==> config.mk <==
export PLATFORM = sky130hd
export DESIGN_NAME = mem_bus_arbiter_flat
export DESIGN_NICKNAME = d
export VERILOG_FILES = /design/src/rtl/mem_bus_arbiter_pkg.sv /design/src/rtl/mem_bus_arbiter_if.sv /design/src/rtl/mem_bus_timeout.sv /design/src/rtl/mem_bus_arbiter.sv /design/src/flat_wrapper.sv
export SDC_FILE = /design/constraint.sdc
export NUM_CORES = 1
export LEC_CHECK = 0
export CAP_MARGIN = 20
export CORE_MARGIN = 2
export CORE_UTILIZATION = 31
export DETAILED_ROUTE_END_ITERATION = 7
export PLACE_DENSITY = 0.57
export SYNTH_ARGS = -nofsm -noshare
export SYNTH_HDL_FRONTEND = slang
export SYNTH_SLANG_ARGS = --single-unit
==> constraint.sdc <==
create_clock -name clk -period 2.6 [get_ports clk]
set_input_delay 0.39 -clock clk [delete_from_list [all_inputs] [get_ports clk]]
set_output_delay 0.39 -clock clk [all_outputs]
set_load 0.01 [all_outputs]
==> src/rtl/mem_bus_arbiter_pkg.sv <==
// Shared encodings and constants for the IF/MEM external bus arbiter.
package mem_bus_arbiter_pkg;

  typedef enum logic [1:0] {
    IDLE     = 2'd0,
    IF_WAIT  = 2'd1,
    MEM_WAIT = 2'd2
  } state_t;

  typedef enum logic {
    GRANT_IF  = 1'b0,
    GRANT_MEM = 1'b1
  } grant_t;

  localparam logic        RST_ENABLE    = 1'b0;
  localparam logic        WRITE_DISABLE = 1'b0;
  localparam logic [31:0] ZERO_WORD     = 32'h0000_0000;
  localparam logic [3:0]  FULL_SEL      = 4'b1111;

endpackage

==> src/rtl/mem_bus_arbiter_if.sv <==
// Pipeline-side requests and external bus signals of the arbiter.
interface mem_bus_arbiter_if;
  logic        flush;
  logic        if_req;
  logic [31:0] if_addr;
  logic [31:0] if_rdata;
  logic        if_stallreq;
  logic        mem_req;
  logic        mem_we;
  logic [31:0] mem_addr;
  logic [3:0]  mem_sel;
  logic [31:0] mem_wdata;
  logic [31:0] mem_rdata;
  logic        mem_stallreq;
  logic        bus_req;
  logic        bus_we;
  logic [31:0] bus_addr;
  logic [3:0]  bus_sel;
  logic [31:0] bus_wdata;
  logic [31:0] bus_rdata;
  logic        bus_ack;
  logic        bus_error;

  modport master (
    input  flush, if_req, if_addr, mem_req, mem_we, mem_addr, mem_sel, mem_wdata,
           bus_rdata, bus_ack,
    output if_rdata, if_stallreq, mem_rdata, mem_stallreq,
           bus_req, bus_we, bus_addr, bus_sel, bus_wdata, bus_error
  );

  modport slave (
    output flush, if_req, if_addr, mem_req, mem_we, mem_addr, mem_sel, mem_wdata,
           bus_rdata, bus_ack,
    input  if_rdata, if_stallreq, mem_rdata, mem_stallreq,
           bus_req, bus_we, bus_addr, bus_sel, bus_wdata, bus_error
  );
endinterface

==> src/rtl/mem_bus_timeout.sv <==
// Wait-cycle counter; timeout is asserted in the last allowed wait cycle.
module mem_bus_timeout #(
  parameter int unsigned TIMEOUT_CYCLES = 16,
  parameter int unsigned CNT_W          = 5
) (
  input  logic clk,
  input  logic rst,
  input  logic clear,
  input  logic enable,
  output logic timeout
);
  logic [CNT_W-1:0] count;

  always_ff @(posedge clk or negedge rst) begin
    if (!rst)        count <= '0;
    else if (clear)  count <= '0;
    else if (enable) count <= count + 1'b1;
  end

  assign timeout = enable && (count == CNT_W'(TIMEOUT_CYCLES - 1));
endmodule

==> src/rtl/mem_bus_arbiter.sv <==
// Arbitrates the single external bus between instruction fetch and the MEM stage,
// with alternation after back-to-back MEM wins and a bounded wait per access.
module mem_bus_arbiter
  import mem_bus_arbiter_pkg::*;
#(
  parameter int unsigned TIMEOUT_CYCLES = 16,
  parameter int unsigned CNT_W          = 5
) (
  input  logic               clk,
  input  logic               rst,
  mem_bus_arbiter_if.master  io
);
  state_t      state, state_next;
  grant_t      last_grant;
  logic        prev_done, discard;
  logic [31:0] if_hold, mem_hold;
  logic        waiting, timeout_raw, done, to_done, disc_eff, grant_mem, grant_if;

  mem_bus_timeout #(
    .TIMEOUT_CYCLES(TIMEOUT_CYCLES),
    .CNT_W         (CNT_W)
  ) u_timeout (
    .clk    (clk),
    .rst    (rst),
    .clear  (state == IDLE),
    .enable (waiting),
    .timeout(timeout_raw)
  );

  always_comb begin
    waiting  = (state != IDLE);
    done     = waiting && (io.bus_ack || timeout_raw);
    to_done  = waiting && !io.bus_ack && timeout_raw;
    // A flush arriving in the completion cycle itself also discards the fetch.
    disc_eff = (state == IF_WAIT) && (discard || io.flush);
    grant_mem = io.mem_req &&
                !(io.if_req && last_grant == GRANT_MEM && prev_done);
    grant_if  = io.if_req && !grant_mem;

    io.if_stallreq  = (rst != RST_ENABLE) && io.if_req &&
                      !((state == IF_WAIT) && done && !disc_eff);
    io.mem_stallreq = (rst != RST_ENABLE) && io.mem_req &&
                      !((state == MEM_WAIT) && done);
    io.if_rdata  = ((state == IF_WAIT)  && io.bus_ack) ? io.bus_rdata : if_hold;
    io.mem_rdata = ((state == MEM_WAIT) && io.bus_ack) ? io.bus_rdata : mem_hold;

    state_next = state;
    unique case (state)
      IDLE:     if (grant_mem)     state_next = MEM_WAIT;
                else if (grant_if) state_next = IF_WAIT;
      IF_WAIT,
      MEM_WAIT: if (done)          state_next = IDLE;
      default:                     state_next = IDLE;
    endcase
  end

  always_ff @(posedge clk or negedge rst) begin
    if (!rst) state <= IDLE;
    else      state <= state_next;
  end

  always_ff @(posedge clk or negedge rst) begin
    if (!rst) begin
      last_grant   <= GRANT_IF;
      prev_done    <= 1'b0;
      discard      <= 1'b0;
      if_hold      <= ZERO_WORD;
      mem_hold     <= ZERO_WORD;
      io.bus_req   <= 1'b0;
      io.bus_we    <= WRITE_DISABLE;
      io.bus_addr  <= ZERO_WORD;
      io.bus_sel   <= '0;
      io.bus_wdata <= ZERO_WORD;
      io.bus_error <= 1'b0;
    end else begin
      io.bus_error <= to_done;
      prev_done    <= done;
      if (state == IDLE) begin
        if (grant_mem) begin
          io.bus_req   <= 1'b1;
          io.bus_we    <= io.mem_we;
          io.bus_addr  <= io.mem_addr;
          io.bus_sel   <= io.mem_sel;
          io.bus_wdata <= io.mem_wdata;
        end else if (grant_if) begin
          io.bus_req   <= 1'b1;
          io.bus_we    <= WRITE_DISABLE;
          io.bus_addr  <= io.if_addr;
          io.bus_sel   <= FULL_SEL;
          io.bus_wdata <= ZERO_WORD;
        end
      end else if (done) begin
        io.bus_req <= 1'b0;
        last_grant <= (state == MEM_WAIT) ? GRANT_MEM : GRANT_IF;
        // Results are kept only for a requester still asking for them.
        if (state == IF_WAIT) begin
          discard <= 1'b0;
          if (io.if_req && !disc_eff)
            if_hold <= io.bus_ack ? io.bus_rdata : ZERO_WORD;
        end else if (io.mem_req && (to_done || !io.bus_we)) begin
          mem_hold <= io.bus_ack ? io.bus_rdata : ZERO_WORD;
        end
      end else if ((state == IF_WAIT) && io.flush) begin
        discard <= 1'b1;
      end
    end
  end
endmodule

==> src/flat_wrapper.sv <==
// flat-port wrapper written by rule: the top's interface ports become plain ports
module mem_bus_arbiter_flat import mem_bus_arbiter_pkg::*;
#(
  parameter int unsigned TIMEOUT_CYCLES = 16,
  parameter int unsigned CNT_W          = 5
)
  (clk, rst, io_flush, io_if_req, io_if_addr, io_mem_req, io_mem_we, io_mem_addr, io_mem_sel, io_mem_wdata, io_bus_rdata, io_bus_ack, io_if_rdata, io_if_stallreq, io_mem_rdata, io_mem_stallreq, io_bus_req, io_bus_we, io_bus_addr, io_bus_sel, io_bus_wdata, io_bus_error);
  mem_bus_arbiter_if io_i ();
  input  logic clk;
  input  logic rst;
  input wire logic [$bits(io_i.flush)-1:0] io_flush;
  input wire logic [$bits(io_i.if_req)-1:0] io_if_req;
  input wire logic [$bits(io_i.if_addr)-1:0] io_if_addr;
  input wire logic [$bits(io_i.mem_req)-1:0] io_mem_req;
  input wire logic [$bits(io_i.mem_we)-1:0] io_mem_we;
  input wire logic [$bits(io_i.mem_addr)-1:0] io_mem_addr;
  input wire logic [$bits(io_i.mem_sel)-1:0] io_mem_sel;
  input wire logic [$bits(io_i.mem_wdata)-1:0] io_mem_wdata;
  input wire logic [$bits(io_i.bus_rdata)-1:0] io_bus_rdata;
  input wire logic [$bits(io_i.bus_ack)-1:0] io_bus_ack;
  output wire logic [$bits(io_i.if_rdata)-1:0] io_if_rdata;
  output wire logic [$bits(io_i.if_stallreq)-1:0] io_if_stallreq;
  output wire logic [$bits(io_i.mem_rdata)-1:0] io_mem_rdata;
  output wire logic [$bits(io_i.mem_stallreq)-1:0] io_mem_stallreq;
  output wire logic [$bits(io_i.bus_req)-1:0] io_bus_req;
  output wire logic [$bits(io_i.bus_we)-1:0] io_bus_we;
  output wire logic [$bits(io_i.bus_addr)-1:0] io_bus_addr;
  output wire logic [$bits(io_i.bus_sel)-1:0] io_bus_sel;
  output wire logic [$bits(io_i.bus_wdata)-1:0] io_bus_wdata;
  output wire logic [$bits(io_i.bus_error)-1:0] io_bus_error;
  assign io_i.flush = io_flush;
  assign io_i.if_req = io_if_req;
  assign io_i.if_addr = io_if_addr;
  assign io_i.mem_req = io_mem_req;
  assign io_i.mem_we = io_mem_we;
  assign io_i.mem_addr = io_mem_addr;
  assign io_i.mem_sel = io_mem_sel;
  assign io_i.mem_wdata = io_mem_wdata;
  assign io_i.bus_rdata = io_bus_rdata;
  assign io_i.bus_ack = io_bus_ack;
  assign io_if_rdata = io_i.if_rdata;
  assign io_if_stallreq = io_i.if_stallreq;
  assign io_mem_rdata = io_i.mem_rdata;
  assign io_mem_stallreq = io_i.mem_stallreq;
  assign io_bus_req = io_i.bus_req;
  assign io_bus_we = io_i.bus_we;
  assign io_bus_addr = io_i.bus_addr;
  assign io_bus_sel = io_i.bus_sel;
  assign io_bus_wdata = io_i.bus_wdata;
  assign io_bus_error = io_i.bus_error;
  mem_bus_arbiter #(.TIMEOUT_CYCLES(TIMEOUT_CYCLES), .CNT_W(CNT_W)) u_core (.clk(clk), .rst(rst), .io(io_i));
endmodule
==> results.py, run 1 <==
metrics = {
    "drt": {
        "drt-total-wl_microns": 21120,
        "vias_per_cell": 4.925,
        "wire_per_inst_microns": 18.38,
        "drcViolationCount": 0,
        "dr.pass1.iters": 4,
        "drt_first_iter_violations": 195,
        "vias": 5659,
        "ant_nets": 0,
    },
    "floorplan": {
        "start_util": 0.3135,
        "die_area_sq_um": 23910,
        "dieWidth_microns": 154.6,
        "pin_count": 276,
        "core_area_sq_um": 22430,
        "die_h_microns": 154.6,
        "num_rows": 55,
    },
    "pwr": {
        "ir_drop_mv": 0.3906,
        "power.density_nw_per_um2": 1065,
        "total_power_mw": 11.41,
        "p_leak_nw": 5.009,
    },
    "status": {
        "outcome": "finished clean",
    },
    "clock_tree": {
        "cts_max_path_buffers": 2,
        "cts_sinks": 145,
        "cts-root-buf": "clkbuf_16",
        "htreeDepth": 4,
        "numCtsBuffers": 17,
        "cts_tree": "built",
        "clkSlewWorstSetupHoldPaths_ps": 60,
        "insertion_delay_ps": 410,
    },
    "logic_synthesis": {
        "synth-edff-count": 0,
        "ys_ff_latch": 145,
        "synth_ff_type": "dfrtp_1",
        "ys_types": 33,
        "ys_async_sr_fraction": 1.000,
        "yosys.area.top_type": "dfrtp_1",
        "synth_top_area_share": 0.5159,
        "syn-num-nets": 720,
        "seq_area_frac_synth": 0.5159,
        "synthTopCellsByCount": "dfrtp_1, mux2_2, nand2_1, mux2_4",
        "synth.most_common_cell": "dfrtp_1",
        "synthCells": 576,
        "ys_warn_count": 0,
        "syn_avg_cell_area_sq_um": 12.21,
        "synth_area_leaders": "dfrtp_1, mux2_2, mux2_4",
        "syn_area_sq_um": 7033,
    },
    "worst_setup_path": {
        "cp.required_ps": 2210,
        "cp-start-kind": "register",
        "critPathTopFamily": "buffers and inverters",
        "endpoint_kind": "output port",
        "rr_startpoint": "u_core.u_timeout.count[0]",
        "cp_num_buf_inv": 4,
        "reg2reg_to": "u_core.if_hold[14]",
        "path_max_fanout": 16,
        "reg2regPathDepth": 9,
        "critical_path_arrival_ps": 2130,
        "path_cells": "inv_1 -> ha_2 -> nand2_2 -> buf_4 -> buf_12 -> mux2_2 -> dlygate4sd2_1",
        "cp_slowest_cell": "dfrtp_1",
        "slowest_delay_ps": 380,
        "r2r_slack_ps": 310,
        "timing_worst_setup_path_type": "register to output port",
    },
    "placement": {
        "placedCellCount": 1110,
        "numPortBuffers": 275,
        "dp_hpwl_microns": 14250,
        "finalWeightedCongestion": 0.8227,
    },
    "grt": {
        "grt_remaining_overflow": 0,
        "grt_pass1_wl_microns": 33110,
        "grt_pass1_vias": 6078,
        "grt_use_total": 0.1747,
        "grt_max_degree": 143,
        "antenna_found_initial": 1,
    },
    "final_layout": {
        "fin_cells": 1149,
        "layout-drive-gt1-share": 0.2317,
        "area_delta_synth_final_pct": 52.34,
        "nets": 994,
        "fin_util": 0.4776,
        "n_fill_cell": 2020,
    },
    "timing": {
        "fmax_mhz": 396.5,
        "relSlewSlack": 0.4983,
        "setup_viol": 0,
        "skew_ps": 11.63,
        "hold_slack_ps": 350.6,
        "worstMarginPinSlew_ps": 752.6,
        "hold_viol_final": 0,
        "drv_slew": 0,
        "min_period_ps": 2522,
        "fin_crit_sh": 0.9700,
    },
    "hold_path": {
        "hold_path_class": "primary input to async pin",
    },
    "flow_run": {
        "maxCapViolCount": 0,
    },
}
[worst max-delay path by stage]
stage	start	endpoint	slack, ps	depth (start not counted)
finish	u_core.state[0]	io_mem_rdata[30]	80	7
global route	u_core.state[0]	io_mem_rdata[11]	-30	7
CTS	u_core.u_timeout.count[0]	io_mem_stallreq	40	8
detailed placement	io_bus_ack	io_if_rdata[9]	110	5
global placement	io_bus_ack	io_if_rdata[17]	110	5
floorplan	u_core.u_timeout.count[0]	u_core.if_hold[10]	620	8
[layout make-up]
class	count	area, sq um	area share
diodes	1	2.502	0.0002336
inverters	6	25.02	0.002336
clock buffers	18	439.2	0.04099
repair buffers	303	2995	0.2796
clock inverters	14	120.1	0.01121
flip-flops and latches	145	3628	0.3387
well taps	285	356.6	0.03328
multi-input cells	377	3147	0.2937
[registers in the layout, summed over array words and instances, names as in the netlist]
register and count:
u_core.discard 1, u_core.if_hold 32, u_core.io.bus_addr 32, u_core.io.bus_error 1
u_core.io.bus_req 1, u_core.io.bus_sel 4, u_core.io.bus_wdata 32, u_core.io.bus_we 1
u_core.last_grant 1, u_core.mem_hold 32, u_core.prev_done 1, u_core.state 2
u_core.u_timeout.count 5
[where the power goes]
| part | total, mW | leakage (nW) | switching (mW) | internal [mW] |
|---|---|---|---|---|
| registers | 3.78 | 1.86 | 0.559 | 3.22 |
| clock network | 2.33 | 0.269 | 1.05 | 1.28 |
| logic | 5.31 | 2.89 | 2.32 | 2.98 |
| total | 11.4 | 5.01 | 3.93 | 7.48 |
[what timing repair did]
action,in CTS,in global routing
setup buffers,2,1
resized for setup,75,3
cloned,1,1
hold buffers,1,0
setup endpoints to repair,66,33
hold endpoints to repair,3,0
[kinds of logic after synthesis]
group | synth area share
and+or+nand+nor | 0.1185
DFF | 0.5159
muxes | 0.2236
AOI/OAI and AO/OA | 0.09073
buffers and inverters | 0.03985
adders and majority gates | 0.008895
xor gates and xnor gates | 0.002491
[metal layers]
metal | up-vias | wire (microns) | track usage
met3 | 31 | 1448 | 0.05660
met2 | 212 | 9989 | 0.2851
met5 | - | 0 | 0
met4 | 0 | 530 | 0.05864
li1 | 2618 | - | -
met1 | 2798 | 9152 | 0.2192
[through the flow]
stage,setup TNS [ps],instance area [sq um],worst slack (ps)
6_report,0,10710,78.06
5_1_grt,-286.2,10710,-27.80
4_1_cts,0,10680,40.63
3_5_place_dp,0,10120,113.3
3_3_place_gp,0,10120,109.3
2_1_floorplan,0,7033,623.7
[layout by cell type, fill, tap and decap left out, drive strengths merged, types with 2 or more instances in the layout]
| cell | n |
|---|---|
| clkdlybuf4s50 | 208 |
| dfrtp | 145 |
| mux2 | 128 |
| nand2 | 73 |
| dlygate4sd2 | 64 |
| a22o | 33 |
| and2 | 33 |
| nand4 | 33 |
| o211ai | 32 |
| buf | 28 |
| clkbuf | 19 |
| nor2 | 14 |
| inv | 14 |
| a21oi | 6 |
| ha | 5 |
| and3 | 3 |
| a31oi | 3 |
| clkinvlp | 3 |
| clkinv | 3 |
| nor3b | 2 |
| nand3 | 2 |
Power figures use the tool's default switching activity.
==> inputs of run 2 (changes only) <==
CORE_UTILIZATION = 44   (was 31)
PLACE_DENSITY = 0.78   (was 0.57)
==> results.py, run 2 (same netlist as run 1, synthesis figures left out) <==
metrics = {
    "grt": {
        "grt_pass1_vias": 6095,
        "grt_remaining_overflow": 0,
        "grt_max_degree": 140,
        "grt_use_total": 0.2512,
        "antenna_found_initial": 0,
        "grt_pass1_wl_microns": 32720,
    },
    "pwr": {
        "p_leak_nw": 5.171,
        "internal_power_mw": 7.671,
        "power.density_nw_per_um2": 1078,
        "power_frac_comb": 0.471,
        "seq_power_share": 0.327,
        "pwr-share-clk": 0.203,
        "ir_drop_mv": 0.6108,
        "switching_share": 0.3422,
        "switchingPower_mw": 3.991,
    },
    "worst_setup_path": {
        "path_max_fanout": 8,
        "cp-start-kind": "register",
        "cp_slowest_cell": "dfrtp_1",
        "endpoint_kind": "output port",
        "critical_path_arrival_ps": 2140,
        "timing_worst_setup_path_type": "register to output port",
        "cp_num_buf_inv": 3,
        "path_cells": "inv_1 -> ha_2 -> nand2_4 -> bufbuf_16 -> mux2_2 -> dlygate4sd2_1",
        "cp.required_ps": 2210,
        "slowest_delay_ps": 390,
        "critPathTopFamily": "buffers and inverters",
    },
    "final_layout": {
        "layout_common_cells": "clkdlybuf4s50_1, dfrtp_1, mux2_2",
        "antennaDiodeCount": 0,
        "final_common_cell": "clkdlybuf4s50_1",
        "area_delta_synth_final_pct": 53.87,
        "fin_util": 0.6862,
        "nets": 1000,
        "layout-drive-gt1-share": 0.2382,
        "fin_area_sq_um": 10820,
    },
    "floorplan": {
        "start_util": 0.4460,
        "die_area_sq_um": 17010,
        "pin_count": 276,
        "die_h_microns": 130.4,
        "dieWidth_microns": 130.4,
        "num_rows": 46,
        "core_area_sq_um": 15770,
    },
    "placement": {
        "numPortBuffers": 275,
        "dpl_worst_slack_ps": 94.81,
        "dp_hpwl_microns": 14230,
        "postPlaceCellArea_sq_um": 10050,
        "finalWeightedCongestion": 0.8060,
    },
    "timing": {
        "skew_ps": 9.787,
        "min_period_ps": 2532,
        "hold_slack_ps": 399.1,
        "fin_crit_sh": 0.9737,
        "relSlewSlack": 0.4853,
        "fmax_mhz": 395.0,
        "fin_ws_ps": 68.40,
        "hold_viol_final": 0,
        "drv_slew": 0,
        "setup_tns_ps": 0,
        "worstMarginPinSlew_ps": 772.0,
        "setup_viol": 0,
    },
    "drt": {
        "wire_per_inst_microns": 19.42,
        "ant_nets": 0,
        "drt_first_iter_violations": 349,
        "drcViolationCount": 0,
        "vias": 5746,
        "vias_per_cell": 5.296,
        "dr.pass1.iters": 5,
        "drt-total-wl_microns": 21070,
    },
    "hold_path": {
        "hold_path_class": "primary input to async pin",
    },
    "clock_tree": {
        "cts-root-buf": "clkbuf_16",
        "insertion_delay_ps": 420,
        "cts_sinks": 145,
        "cts_tree": "built",
        "cts_max_path_buffers": 2,
        "htreeDepth": 4,
        "clkSlewWorstSetupHoldPaths_ps": 60,
        "numCtsBuffers": 17,
    },
    "flow_run": {
        "maxCapViolCount": 0,
    },
    "status": {
        "outcome": "finished clean",
    },
}
-- run 2: changes by cell type in the layout (fill, tap and decap cells not counted), sizes merged, moves of 2 or more --
cell	before	now
buf	28	33
inv	14	12
clkinv	3	5
dlygate4sd2	64	56
dlymetal6s2s	0	8
clkbuf	19	17
-- run 2: final timing paths --
kind / depth (start not counted) / end / from / slack [ps]
max: 6 / io_mem_rdata[4] / u_core.state[0] / 70
min: 2 / u_core.state[1] / rst / 400
max reg2reg: 9 / u_core.if_hold[25] / u_core.u_timeout.count[0] / 300
min reg2reg: 1 / u_core.u_timeout.count[0] / u_core.u_timeout.count[0] / 460
max in group asynchronous: 3 / u_core.if_hold[10] / rst / 1240
min in group clk: 1 / u_core.u_timeout.count[0] / u_core.u_timeout.count[0] / 460
-- run 2: stage by stage --
step / std cells / power [mW]
after detailed placement: 1038 / 9.383
after CTS: 1081 / 11.69
after global placement: 1037 / 9.205
after global routing: 1085 / 12.30
after floorplan: 576 / 6.474
final: 1085 / 11.66
-- run 2: timing repair --
item                                   in CTS  in global routing
endpoints found under the hold margin       6                  0
hold buffers                                1                  0
gates resized for setup                    69                 10
setup endpoints to repair                  66                 14
gates cloned                                3                  0
pin swaps                                   2                  1
buffers inserted                            7                  3
-- run 2: layout make-up --
| class | instances | area, sq um |
|---|---|---|
| repair buffers | 309 | 3168 |
| multi-input cells | 377 | 3157 |
| clock inverters | 15 | 147.6 |
| well taps | 216 | 270.3 |
| flip-flops and latches | 145 | 3628 |
| clock buffers | 17 | 425.4 |
| inverters | 6 | 25.02 |
| fillers | 1199 | 4949 |
-- run 2: per-layer routing --
| layer | share of wire | global-route usage |
|---|---|---|
| met1 | 0.40 | 0.3037 |
| met2 | 0.51 | 0.4339 |
| met3 | 0.083 | 0.08550 |
| met4 | 0.012 | 0.06446 |
| met5 | 0 | 0 |
-- run 2: power by group through the flow --
stage / Clock (mW) / Combinational (mW) / Sequential (mW)
after floorplan: 0 / 2.56 / 3.91
after global placement: 0 / 5.45 / 3.75
after detailed placement: 0 / 5.58 / 3.80
after CTS: 2.41 / 5.49 / 3.78
after global routing: 2.51 / 5.88 / 3.91
final: 2.36 / 5.49 / 3.81
